**src/rtl/prio_enc_seq.sv**
```systemverilog
// prio_enc_seq
//   Registered N:log2(N) request encoder. A request vector is accepted over a
//   valid/ready handshake into a pending register. The index of every set bit
//   is then emitted, one per output handshake, in fixed-priority (MODE=0) or
//   round-robin (MODE=1) order.
//
//   Ports:
//     clk        in   clock, rising edge
//     rst        in   synchronous active-high reset
//     req        in   N-bit request vector, bit i requests index i
//     req_valid  in   req is valid this cycle
//     req_ready  out  block can accept a vector (IDLE only)
//     idx        out  W-bit index of the current pending bit
//     out_valid  out  idx is valid
//     out_ready  in   consumer takes idx this cycle
//     out_last   out  idx is the final set bit of the current vector
//     zero_err   out  one-cycle pulse when an all-zero vector is accepted
module prio_enc_seq #(
    parameter int N    = 8,
    parameter int W    = 3,
    parameter int MODE = 0
) (
    input  logic         clk,
    input  logic         rst,
    input  logic [N-1:0] req,
    input  logic         req_valid,
    output logic         req_ready,
    output logic [W-1:0] idx,
    output logic         out_valid,
    input  logic         out_ready,
    output logic         out_last,
    output logic         zero_err
);

    typedef enum logic {
        IDLE  = 1'b0,
        DRAIN = 1'b1
    } state_t;

    localparam logic [N-1:0] ONE      = N'(1);
    localparam logic [W-1:0] LAST_IDX = W'(N - 1);

    state_t         state_q, state_d;
    logic [N-1:0]   pend_q, pend_d;
    logic [W-1:0]   ptr_q, ptr_d;
    logic [W-1:0]   idx_q, idx_d;
    logic           out_valid_q, out_valid_d;
    logic           out_last_q, out_last_d;
    logic           zero_err_q, zero_err_d;

    logic [N-1:0]   rem;
    logic [W-1:0]   ptr_nxt;

    // Lowest-numbered set bit; scanning from the top lets the last hit win.
    function automatic logic [W-1:0] lowest(input logic [N-1:0] v);
        logic [W-1:0] r;
        r = '0;
        for (int unsigned i = 0; i < N; i++) begin
            if (v[N-1-i]) r = W'(N - 1 - i);
        end
        return r;
    endfunction

    // Lowest set bit at or above p, otherwise wrap to lowest set bit overall.
    function automatic logic [W-1:0] sel(input logic [N-1:0] v, input logic [W-1:0] p);
        logic [N-1:0] hi;
        hi = '0;
        for (int unsigned i = 0; i < N; i++) begin
            hi[i] = v[i] && (i >= 32'(p));
        end
        return (hi != '0) ? lowest(hi) : lowest(v);
    endfunction

    function automatic logic single(input logic [N-1:0] v);
        return (v != '0) && ((v & (v - ONE)) == '0);
    endfunction

    always_comb begin
        state_d     = state_q;
        pend_d      = pend_q;
        ptr_d       = ptr_q;
        idx_d       = idx_q;
        out_valid_d = out_valid_q;
        out_last_d  = out_last_q;
        zero_err_d  = 1'b0;
        rem         = '0;
        ptr_nxt     = ptr_q;

        case (state_q)
            IDLE: begin
                if (req_valid) begin
                    if (req != '0) begin
                        pend_d      = req;
                        idx_d       = sel(req, ptr_q);
                        out_valid_d = 1'b1;
                        out_last_d  = single(req);
                        state_d     = DRAIN;
                    end else begin
                        zero_err_d = 1'b1;
                    end
                end
            end
            DRAIN: begin
                if (out_ready) begin
                    rem    = pend_q & ~(ONE << idx_q);
                    pend_d = rem;
                    if (MODE != 0) begin
                        ptr_nxt = (idx_q == LAST_IDX) ? '0 : idx_q + W'(1);
                    end else begin
                        ptr_nxt = '0;
                    end
                    ptr_d = ptr_nxt;
                    if (rem != '0) begin
                        idx_d      = sel(rem, ptr_nxt);
                        out_last_d = single(rem);
                    end else begin
                        out_valid_d = 1'b0;
                        out_last_d  = 1'b0;
                        state_d     = IDLE;
                    end
                end
            end
            default: state_d = IDLE;
        endcase
    end

    always_ff @(posedge clk) begin
        if (rst) begin
            state_q     <= IDLE;
            pend_q      <= '0;
            ptr_q       <= '0;
            idx_q       <= '0;
            out_valid_q <= 1'b0;
            out_last_q  <= 1'b0;
            zero_err_q  <= 1'b0;
        end else begin
            state_q     <= state_d;
            pend_q      <= pend_d;
            ptr_q       <= ptr_d;
            idx_q       <= idx_d;
            out_valid_q <= out_valid_d;
            out_last_q  <= out_last_d;
            zero_err_q  <= zero_err_d;
        end
    end

    assign req_ready = (state_q == IDLE);
    assign idx       = idx_q;
    assign out_valid = out_valid_q;
    assign out_last  = out_last_q;
    assign zero_err  = zero_err_q;

endmodule

```
**config.mk**
```make
export PLATFORM = sky130hd
export DESIGN_NAME = prio_enc_seq
export DESIGN_NICKNAME = d
export VERILOG_FILES = /design/src/rtl/prio_enc_seq.sv
export SDC_FILE = /design/constraint.sdc
export NUM_CORES = 1
export LEC_CHECK = 0
export ABC_AREA = 1
export CORE_MARGIN = 1
export CORE_UTILIZATION = 40
export CTS_BUF_LIST = sky130_fd_sc_hd__clkbuf_16
export CTS_CLUSTER_SIZE = 30
export DETAILED_ROUTE_END_ITERATION = 10
export PLACE_DENSITY = 0.68
export SYNTH_ARGS = -nofsm -noshare
export SYNTH_HDL_FRONTEND = slang
export SYNTH_SLANG_ARGS = --single-unit
```
**constraint.sdc**
```tcl
create_clock -name clk -period 3.65 [get_ports clk]
set_input_delay 0.9125 -clock clk [delete_from_list [all_inputs] [get_ports clk]]
set_output_delay 0.9125 -clock clk [all_outputs]
set_load 0.01 [all_outputs]
```
After elaboration in Yosys (flattened, before gate mapping)
Index checks and enable logic that the tools add are counted.
{"block": "word_totals", "register_bits": 18, "out_inout_bits": 7, "wordCells": 121, "input_bits": 12}
{"block": "classes", "n_bitwise": 6, "magnitude_cmp": 14, "n_eq_ne": 5, "n_shift": 1, "mux": 59, "n_reduce_logical": 27, "n_addsub": 2}
{"operator": "2-to-1 mux 3 bit", "count": 38}
{"operator": "nonzero test 8 bit", "count": 4}
{"operator": "AND 8 bit", "count": 3}
{"operator": "2-to-1 mux 8 bit", "count": 3}
{"operator": "greater-or-equal comparator 3 bit, first input constant", "count": 6}
{"operator": "logical AND 1 bit", "count": 16}
{"operator": "zero test 8 bit", "count": 2}
{"operator": "case mux 8 bit (2 select lines)", "count": 1}
{"operator": "subtractor 8 x 1 -> 8 bit, second input constant", "count": 2}
{"operator": "2-to-1 mux 1 bit", "count": 13}
{"operator": "greater-or-equal comparator 1 x 3 -> 1 bit, first input constant", "count": 4}
{"operator": "greater-or-equal comparator 2 x 3 -> 1 bit, first input constant", "count": 4}
{"operator": "inverter 8 bit", "count": 1}
{"operator": "AND reduction 4 bit", "count": 2}
{"operator": "<< shifter 1 x 3 -> 8 bit, first input constant", "count": 1}
{"operator": "inequality test 2 bit, second input constant", "count": 3}
{"operator": "case mux 1 bit (2 select lines)", "count": 3}
{"operator": "case mux 3 bit (2 select lines)", "count": 1}
{"operator": "inequality test 2 x 1 -> 1 bit, second input constant", "count": 2}
{"operator": "AND reduction 3 bit", "count": 1}
{"operator": "OR reduction 3 bit", "count": 1}
{"operator": "inverter 1 bit", "count": 2}
{"operator": "AND reduction 2 bit", "count": 1}

Depth between registers and ports, before layout
Gate-level depths: netlist of run 1.
{"block": "depth", "word_depth": 15, "mapped_depth": 11, "mapped_depth_nobuf": 11}

Worst setup path after synthesis of run 1
No wires, ideal clock.
{"block": "synth_timing", "path_type": "input to register", "from": "in req[5]", "to": "reg pend_q[0]", "t_required_ns": 3.530, "path_slack_ns": 1.683, "cell_stages": 9, "arrival_ns": 1.847, "path_buffers": 2, "setup_ns": 0.120, "cell_sequence": "or2_4 > nor2_4 > nand2_4 > nand3_4 > nand2_4 > buf_6 > buf_8 > o21ai_2 > a21oi_2"}
{"block": "synth_between", "elab_chain_cells": 3}
{"element": "from (decl)", "line": "25", "source": "input logic [N-1:0] req,"}
{"element": "nonzero test 8 bit", "line": "92", "source": "if (req != '0) begin"}
{"element": "inequality test 2 x 1 -> 1 bit (no line)"}
{"element": "AND reduction 3 bit (no line)"}
{"element": "to (signal assigned)", "line": "138", "source": "pend_q <= pend_d;"}
{"element": "to (decl)", "line": "44", "source": "logic [N-1:0] pend_q, pend_d;"}
No other way between the ends.
A chain may end at the register's enable or synchronous reset.

Final worst setup path of run 1
{"block": "layout_timing", "from": "reg state_q", "to": "out req_ready"}
{"block": "layout_between", "elab_chain_cells": 1}
{"element": "from (decl)", "line": "43", "source": "state_t state_q, state_d;"}
{"element": "from (signal assigned)", "line": "137", "source": "state_q <= state_d;"}
{"element": "inverter 1 bit"}
{"element": "to (decl)", "line": "27", "source": "output logic req_ready,"}
No other way between the ends.

==> flow_summary_export.csv, run 1 <==
group,metric,value,unit
outcome,status,"finished, final reports clean",
synth,syn_inst,171,
detailed_routing,drc,0,
synth,synth-main-ff-cell,"dfxtp_1",
worst_setup_path,crit_path_start_kind,"register",
synth,yosys_register_bits,15,
floorplanning,die_area,2924,µm²
detailed_routing,vias,1127,
clocking,clockBufferDepth,2,
clocking,clkTransAtPathRegs,0.05,ns
timing,tightest_slew,0.5296,ns
worst_setup_path,worstPathRequired,2.74,ns
hold_path,holdCritPathClass,"register to register",
synth,synth_edf_count,0,
worst_setup_path,worstReg2RegEnd,"idx[2]",
placed_design,dpl.hpwl,2061,µm
clocking,cts.repair.resized,0,
detailed_routing,drt_iter0_markers,35,
synth,synthesis.nets,183,
worst_setup_path,reg2reg_from,"state_q",
detailed_routing,ant_nets,0,
placed_design,finalWeightedCongestion,0.8253,
clocking,cts_setup_buffers,0,
grt,first_global_vias,929,
timing,tns,0,ns
grt,grt_overflow_total,0,
synth,yosysSeqAreaShare,27.68,%
worst_setup_path,cp-end-kind,"output pin",
floorplanning,die_h,54.08,µm
synth,synthSimpleGateAreaFrac,43.71,%
synth,synthMuxAreaShare,0,%
layout,layout.area.seq,300.3,µm²
synth,synth_xor_area_share,0,%
detailed_routing,drt-vias-per-instance,5.170,
worst_setup_path,regToRegSetupSlack,1.82,ns
synth,synth_top_family_by_area,"simple AND/OR/NAND/NOR gates",
hold_path,min_from,"out_valid",
grt,grt_pass1_wl,4319,µm
layout,area_delta_synth_final,23.88,%
timing,slew_viol_final,0,
clocking,cts_root_buffer,"clkbuf_16",
synth,synth_warnings,0,
clocking,cts_sinks,15,
timing,fin_skew,0.002830,ns
layout,design_area,1344,µm²
layout,fill_cells,248,
worst_setup_path,r2r_cells,7,
detailed_routing,wire_per_inst,12.32,µm
synth,synthArstFlopShare,0,%
worst_setup_path,path_max_fanout,15,
layout,final_nets,201,
grt,grt_max_degree,21,
grt,grt_use_total,21.56,%
worst_setup_path,arrival,1.83,ns
synth,synth_cell_type_count,24,
layout,layout-drive-gt1-share,11.17,%
hold_path,holdPathStages,2,
floorplanning,row_count,18,
timing,setup_viol,0,
floorplanning,core_area,2522,µm²
synth,netlist_area,1085,µm²
synth,synth_compound_area_share,18.92,%
floorplanning,start_util,43.01,%
placed_design,placed_area,1265,µm²
timing,final-hold-violation-count,0,
job,drv_cap,0,
grt,antenna_found_initial,0,
timing,whs,0.4590,ns
timing,layout_min_cycle_time,2.745,ns
timing,max_freq,364.3,MHz
clocking,cts_tree,"yes",
clocking,cts_buffers,3,
power_and_ir_drop,ir_worst_vdd,0.3195,mV
clocking,clk-insertion-delay-late,0.25,ns
worst_setup_path,crit_type,"register to output pin",
timing,rsz0062_at_grt,"no",
power_and_ir_drop,p_leak,0.5927,nW
layout,multi_input_area,679.4,µm²
timing,max-slew-margin-rel,64.64,%
floorplanning,ios,19,
clocking,cts-hold-fix-buffers,0,
power_and_ir_drop,power.density,477.3,nW/µm²
synth,yosys.area_share.adder,0,%
layout,num_antenna_cells,0,
floorplanning,dieWidth,54.08,µm
detailed_routing,routed_wl,2685,µm
placed_design,dp_cells,214,
timing,post-route-period-util,75.20,%
detailed_routing,first_pass_iters,4,
layout,layoutNonFillerInstCount,218,
hold_path,min_to,"out_valid",
synth,syn_area_per_cell,6.344,µm²
clocking,cts_max_level,1,
placed_design,port_buffers,18,
## cell families (layout without fill, tap and decap cells)
logic type | count (synthesis) | after routing
buffers and inverters | 23 | 40
AOI/OAI and AO/OA | 36 | 36
DFF | 15 | 15
and+or+nand+nor | 97 | 97
## critical path, cell delays in order (launching register included)
cell and delay [ns]:
dfxtp_1 0.65, inv_1 0.36, clkdlybuf4s50_1 0.57
## cell usage in the layout, fill, tap and decap left out, drive strengths merged
cell           count
nand3             24
o22ai              2
dfxtp             15
o21bai             1
a21oi             11
clkbuf             3
nand2             44
nor3               2
inv               19
or2                1
clkdlybuf4s50     18
a31oi              7
nor2              26
o21ai             15
## flip-flops by register name, summed over array words and instances, names as in the netlist
register,cells
idx,3
out_valid,1
pend_q,8
out_last,1
zero_err,1
state_q,1
## worst max path at each step
stage | from | endpoint | slack, ns | cells past startpoint
floorplan | req[5] | pend_q[0] | 1.68 | 9
global placement | req[5] | idx[1] | 1.12 | 10
detailed placement | req[5] | idx[1] | 1.03 | 10
CTS | state_q | req_ready | 0.90 | 2
global route | state_q | req_ready | 0.79 | 2
finish | state_q | req_ready | 0.91 | 2
## Yosys cell counts (3+ instances only)
master | n | share of area [%]
nand2_2 | 3 | 1.7
clkbuf_1 | 3 | 1.0
o21ai_0 | 11 | 5.1
nor2_4 | 3 | 3.1
nor2_1 | 22 | 7.6
a21oi_1 | 10 | 4.6
nand2_1 | 39 | 13
dfxtp_1 | 15 | 28
nand3_1 | 22 | 10
a31oi_1 | 7 | 4.0
inv_1 | 15 | 5.2
inv_2 | 3 | 1.0
## cell type report
| cell class | instances | share of cell area [%] |
|---|---|---|
| multi-input cells | 133 | 50.56 |
| flip-flops and latches | 15 | 22.35 |
| inverters | 18 | 5.028 |
| repair buffers | 18 | 13.41 |
| well taps | 30 | 2.793 |
| clock buffers | 3 | 5.587 |
| clock inverters | 1 | 0.2793 |
## routing by layer
metal / routed length [µm] / vias to the layer above / GRT usage, %
li1: - / 601 / -
met1: 1289 / 490 / 29.05
met2: 1196 / 30 / 32.51
met3: 144 / 6 / 4.237
met4: 54 / 0 / 10.26
met5: 0 / - / 0
## stage by stage
step | setup WS, ns | power [W] | utilization (%)
after floorplan | 1.683 | 0.0003674 | -
after global placement | 1.119 | 0.0004245 | 50.15
after detailed placement | 1.034 | 0.0004282 | 50.15
after CTS | 0.8962 | 0.0006448 | 53.27
after global routing | 0.7935 | 0.0006866 | 53.27
final | 0.9054 | 0.0006414 | 53.27
## where the power goes
group          switching [W]  internal (W)  total, W
logic               0.000130     0.0000847  0.000214
clock network      0.0000687      0.000145  0.000214
registers          0.0000267      0.000186  0.000213
Note: power is estimated with default switching activity, not from simulation.
==> inputs of run 2 (changes only) <==
- PLACE_DENSITY: 0.68 -> 0.71
- clock period: 3.65 -> 2.25 ns (I/O delays scaled with it)
==> flow_summary_export.csv, run 2 (synthesized netlist as in run 1, its figures left out) <==
group,metric,value,unit
grt,first_global_vias,1068,
timing,rsz0062_at_grt,"no",
layout,largest-register,"pend_q",
timing,whs,0.4764,ns
clocking,cts.repair.resized,0,
grt,grt_use_total,22.42,%
layout,layout-drive-gt1-share,13.02,%
clocking,cts_max_level,1,
worst_setup_path,worstPathRequired,2.39,ns
detailed_routing,routed_wl,2747,µm
timing,max-slew-margin-rel,72.37,%
outcome,status,"finished, final reports clean",
clocking,clkTransAtPathRegs,0.05,ns
layout,layout_common_cells,"nand2_1 (39), nand3_1 (22), nor2_1 (22)",
grt,grt_overflow_total,0,
detailed_routing,first_pass_iters,4,
timing,tns,0,ns
placed_design,port_buffers,18,
detailed_routing,ant_nets,0,
layout,area_delta_synth_final,26.64,%
clocking,cts-hold-fix-buffers,0,
clocking,clk-insertion-delay-late,0.24,ns
worst_setup_path,regToRegSetupSlack,0.65,ns
layout,final_common_cell,"nand2_1",
timing,tightest_slew,0.4140,ns
job,drv_cap,0,
worst_setup_path,cp-end-kind,"register",
floorplanning,row_count,18,
grt,grt_max_degree,21,
grt,antenna_found_initial,0,
worst_setup_path,r2r_cells,9,
detailed_routing,vias,1172,
detailed_routing,drc,0,
power_and_ir_drop,ir_worst_vdd,0.4424,mV
floorplanning,die_h,54.08,µm
floorplanning,ios,19,
layout,layoutNonFillerInstCount,222,
floorplanning,die_area,2924,µm²
clocking,cts_buffers,3,
worst_setup_path,worstReg2RegEnd,"idx[1]",
hold_path,holdCritPathClass,"register to register",
detailed_routing,wire_per_inst,12.37,µm
worst_setup_path,crit_path_start_kind,"input port",
floorplanning,dieWidth,54.08,µm
clocking,clockBufferDepth,2,
layout,largest_register_ffs,8,
placed_design,finalWeightedCongestion,0.9209,
worst_setup_path,cp-endpoint,"idx[1]",
timing,setup_viol,0,
grt,grt_pass1_wl,4588,µm
clocking,cts_setup_buffers,0,
worst_setup_path,path_max_fanout,20,
clocking,cts_sinks,15,
timing,layout_min_cycle_time,1.953,ns
detailed_routing,drt-vias-per-instance,5.279,
layout,final_util,54.46,%
power_and_ir_drop,p_leak,0.6119,nW
layout,final_nets,205,
timing,final-hold-violation-count,0,
timing,slew_viol_final,0,
placed_design,dp_cells,218,
floorplanning,core_area,2522,µm²
worst_setup_path,arrival,2.09,ns
worst_setup_path,crit_type,"input port to register",
floorplanning,start_util,43.01,%
timing,fin_skew,0.0005775,ns
timing,max_freq,512.0,MHz
detailed_routing,drt_iter0_markers,45,
clocking,cts_tree,"yes",
power_and_ir_drop,power.density,761.2,nW/µm²
clocking,cts_root_buffer,"clkbuf_16",
placed_design,dpl.hpwl,2123,µm
worst_setup_path,reg2reg_from,"idx[1]",
timing,post-route-period-util,86.80,%
worst_setup_path,critPathLaunch,"req[3]",
layout,num_antenna_cells,0,
[run 2: cell count changes in the layout (fill, tap and decap cells not counted), sizes merged]
cell	change
buf	+4
[run 2: final cells by class]
class                           count  area, µm²
Tap cell                           30      37.54
Fill cell                         259       1149
Inverter                           18      67.56
Sequential cell                    15      300.3
Timing Repair Buffer               22      210.2
Multi-Input combinational cell    133      679.4
Clock buffer                        3      75.07
Clock inverter                      1      3.754
[run 2: worst max-delay path, cell delays in order]
cell	delay, ns
clkdlybuf4s50_1	0.51
nor2_4	0.19
nand3_4	0.10
inv_2	0.08
nand2_4	0.06
nand3_4	0.08
nand2_4	0.14
nand2_2	0.15
inv_2	0.04
o21ai_1	0.11
nor2_1	0.06
[run 2: power breakdown]
| part | switching (W) | internal, W |
|---|---|---|
| combinational | 0.000221 | 0.000146 |
| sequential | 0.0000364 | 0.000302 |
| clock | 0.000105 | 0.000235 |
| total | 0.000362 | 0.000683 |
[run 2: routing by layer]
| metal | routed length [µm] | part of all wire [%] | track usage (%) | vias to the layer above |
|---|---|---|---|---|
| li1 | - | - | - | 612 |
| met5 | 0 | 0 | 0 | - |
| met4 | 51 | 1.9 | 11.97 | 0 |
| met1 | 1253 | 46 | 28.91 | 518 |
| met3 | 157 | 5.7 | 5.367 | 6 |
| met2 | 1284 | 47 | 34.16 | 36 |
[run 2: how the worst min path moves through the flow]
stage | from | endpoint | slack [ns] | depth (start not counted)
floorplan | out_valid | out_valid | 0.48 | 2
global placement | out_valid | out_valid | 0.46 | 2
detailed placement | out_valid | out_valid | 0.47 | 2
CTS | out_valid | out_valid | 0.48 | 2
global route | out_valid | out_valid | 0.51 | 2
finish | out_valid | out_valid | 0.48 | 2
[run 2: stage by stage]
stage	area, µm²	total power (W)	setup slack [ns]
2_1_floorplan	1085	0.0005960	0.6333
3_3_place_gp	1295	0.0006987	0.1260
3_5_place_dp	1295	0.0007050	0.04852
4_1_cts	1374	0.001048	0.2967
5_1_grt	1374	0.001119	0.1751
6_report	1374	0.001046	0.2970
==> inputs of run 3 (changes only) <==
- CORE_ASPECT_RATIO: not set -> 1.4
==> flow_summary_export.csv, run 3 (synthesized netlist as in run 1, its figures left out) <==
group,metric,value,unit
timing,final-hold-violation-count,0,
worst_setup_path,crit_type,"input port to register",
timing,rsz0062_at_grt,"no",
power_and_ir_drop,power.density,757.0,nW/µm²
clocking,cts_tree,"yes",
timing,post-route-period-util,86.50,%
worst_setup_path,path_max_fanout,20,
floorplanning,ios,19,
worst_setup_path,worstPathRequired,2.39,ns
timing,finalWorstSetupSlack,0.3038,ns
grt,grt_max_degree,21,
floorplanning,die_area,2927,µm²
layout,largest-register,"pend_q",
worst_setup_path,critical-path-top-delay-family,"simple AND/OR/NAND/NOR gates",
placed_design,port_buffers,18,
timing,tns,0,ns
placed_design,finalWeightedCongestion,0.8645,
clocking,clockBufferDepth,2,
layout,final_nets,207,
job,drv_cap,0,
floorplanning,start_util,41.92,%
clocking,cts_setup_buffers,0,
worst_setup_path,cp-end-kind,"register",
timing,slew_viol_final,0,
detailed_routing,routed_wl,2734,µm
clocking,cts_buffers,3,
clocking,cts.repair.resized,0,
worst_setup_path,path_cells,"clkdlybuf4s50_1 -> nor2_4 -> nand3_4 -> inv_2 -> nand2_4 -> nand3_4 -> nand2_4 -> nand2_2 -> inv_2 -> o21ai_1 -> nor2_1",
worst_setup_path,worst-path-buf-inv,3,
clocking,cts_max_level,1,
floorplanning,dieWidth,46.01,µm
clocking,cts_root_buffer,"clkbuf_16",
hold_path,holdCritPathClass,"register to register",
layout,layout-drive-gt1-share,13.92,%
floorplanning,row_count,22,
layout,num_antenna_cells,0,
floorplanning,core_area,2587,µm²
grt,grt_overflow_total,0,
layout,fill_cells,278,
grt,grt_pass1_wl,4747,µm
layout,area_delta_synth_final,28.72,%
detailed_routing,drc,0,
layout,largest_register_ffs,8,
worst_setup_path,crit_path_start_kind,"input port",
layout,multi_input_area,679.4,µm²
clocking,cts-hold-fix-buffers,0,
detailed_routing,drt_iter0_markers,40,
layout,layout_common_cells,"nand2_1 (39), nand3_1 (22), nor2_1 (22)",
grt,first_global_vias,1173,
worst_setup_path,cp_slowest_cell,"clkdlybuf4s50_1",
timing,setup_viol,0,
placed_design,dpl.hpwl,2222,µm
detailed_routing,first_pass_iters,4,
detailed_routing,ant_nets,0,
timing,max-slew-margin-rel,75.23,%
power_and_ir_drop,ir_worst_vdd,0.3388,mV
grt,grt_use_total,21.78,%
clocking,cts_sinks,15,
layout,final_common_cell,"nand2_1",
detailed_routing,vias,1207,
timing,tightest_slew,0.3712,ns
timing,layout_min_cycle_time,1.946,ns
placed_design,dp_slack,0.05478,ns
worst_setup_path,arrival,2.08,ns
detailed_routing,wire_per_inst,11.89,µm
timing,fin_skew,0.004049,ns
timing,max_freq,513.8,MHz
grt,antenna_found_initial,0,
clocking,clkTransAtPathRegs,0.05,ns
clocking,clk-insertion-delay-late,0.25,ns
worst_setup_path,max_stage_delay,0.50,ns
layout,layout.area.seq,300.3,µm²
outcome,status,"finished, final reports clean",
detailed_routing,drt-vias-per-instance,5.248,
power_and_ir_drop,p_leak,0.6215,nW
floorplanning,die_h,63.62,µm
[run 3: cell types whose count changed in the layout (fill, tap and decap cells not counted), sizes merged]
cell  before  now
buf        4    6
[run 3: final cells by class]
type | instances | area share, %
tap | 36 | 3.226
sequential | 15 | 21.51
multi-input combinational | 133 | 48.66
clock buffer | 3 | 5.376
timing repair buffer | 24 | 16.13
inverter | 18 | 4.839
clock inverter | 1 | 0.2688
[run 3: power breakdown]
part	internal [W]	switching, W	total (W)
Combinational	0.000148	0.000223	0.000372
Clock	0.000236	0.000114	0.000350
Sequential	0.000302	0.0000339	0.000336
Total	0.000686	0.000371	0.00106
[run 3: per-layer routing]
metal	track usage, %	routed length, µm	vias up
li1	-	-	610
met4	11.03	86	0
met2	35.04	1389	30
met1	26.33	1155	558
met3	4.011	102	9
met5	0	0	-
[run 3: worst paths after layout]
check                  from         to  slack [ns]  cells past startpoint
setup / recovery     req[3]     idx[2]        0.30                     11
hold / removal    out_valid  out_valid        0.46                      2
setup reg to reg     idx[1]     idx[2]        0.64                      9
hold reg to reg   out_valid  out_valid        0.46                      2
[run 3: per-stage QoR]
step / power, W / cell area [µm²] / hold WS [ns] / utilization, % / std cells
after detailed placement: 0.0007098 / 1318 / 0.4569 / 50.92 / 226
after global placement: 0.0007017 / 1318 / 0.4615 / 50.92 / 226
after global routing: 0.001113 / 1396 / 0.5131 / 53.97 / 230
after CTS: 0.001056 / 1396 / 0.4650 / 53.97 / 230
final: 0.001057 / 1396 / 0.4639 / 53.97 / 230
after floorplan: 0.0005960 / 1085 / 0.4767 / - / 171
[run 3: worst register-to-register path: stages (launching register included)]
cell and delay, ns:
dfxtp_1 0.46, nand3_1 0.19, nand2_1 0.13, nand2_2 0.07
nor2_2 0.18, nand3_1 0.13, nand2_2 0.12, inv_2 0.05
o21ai_1 0.12, nor2_1 0.05
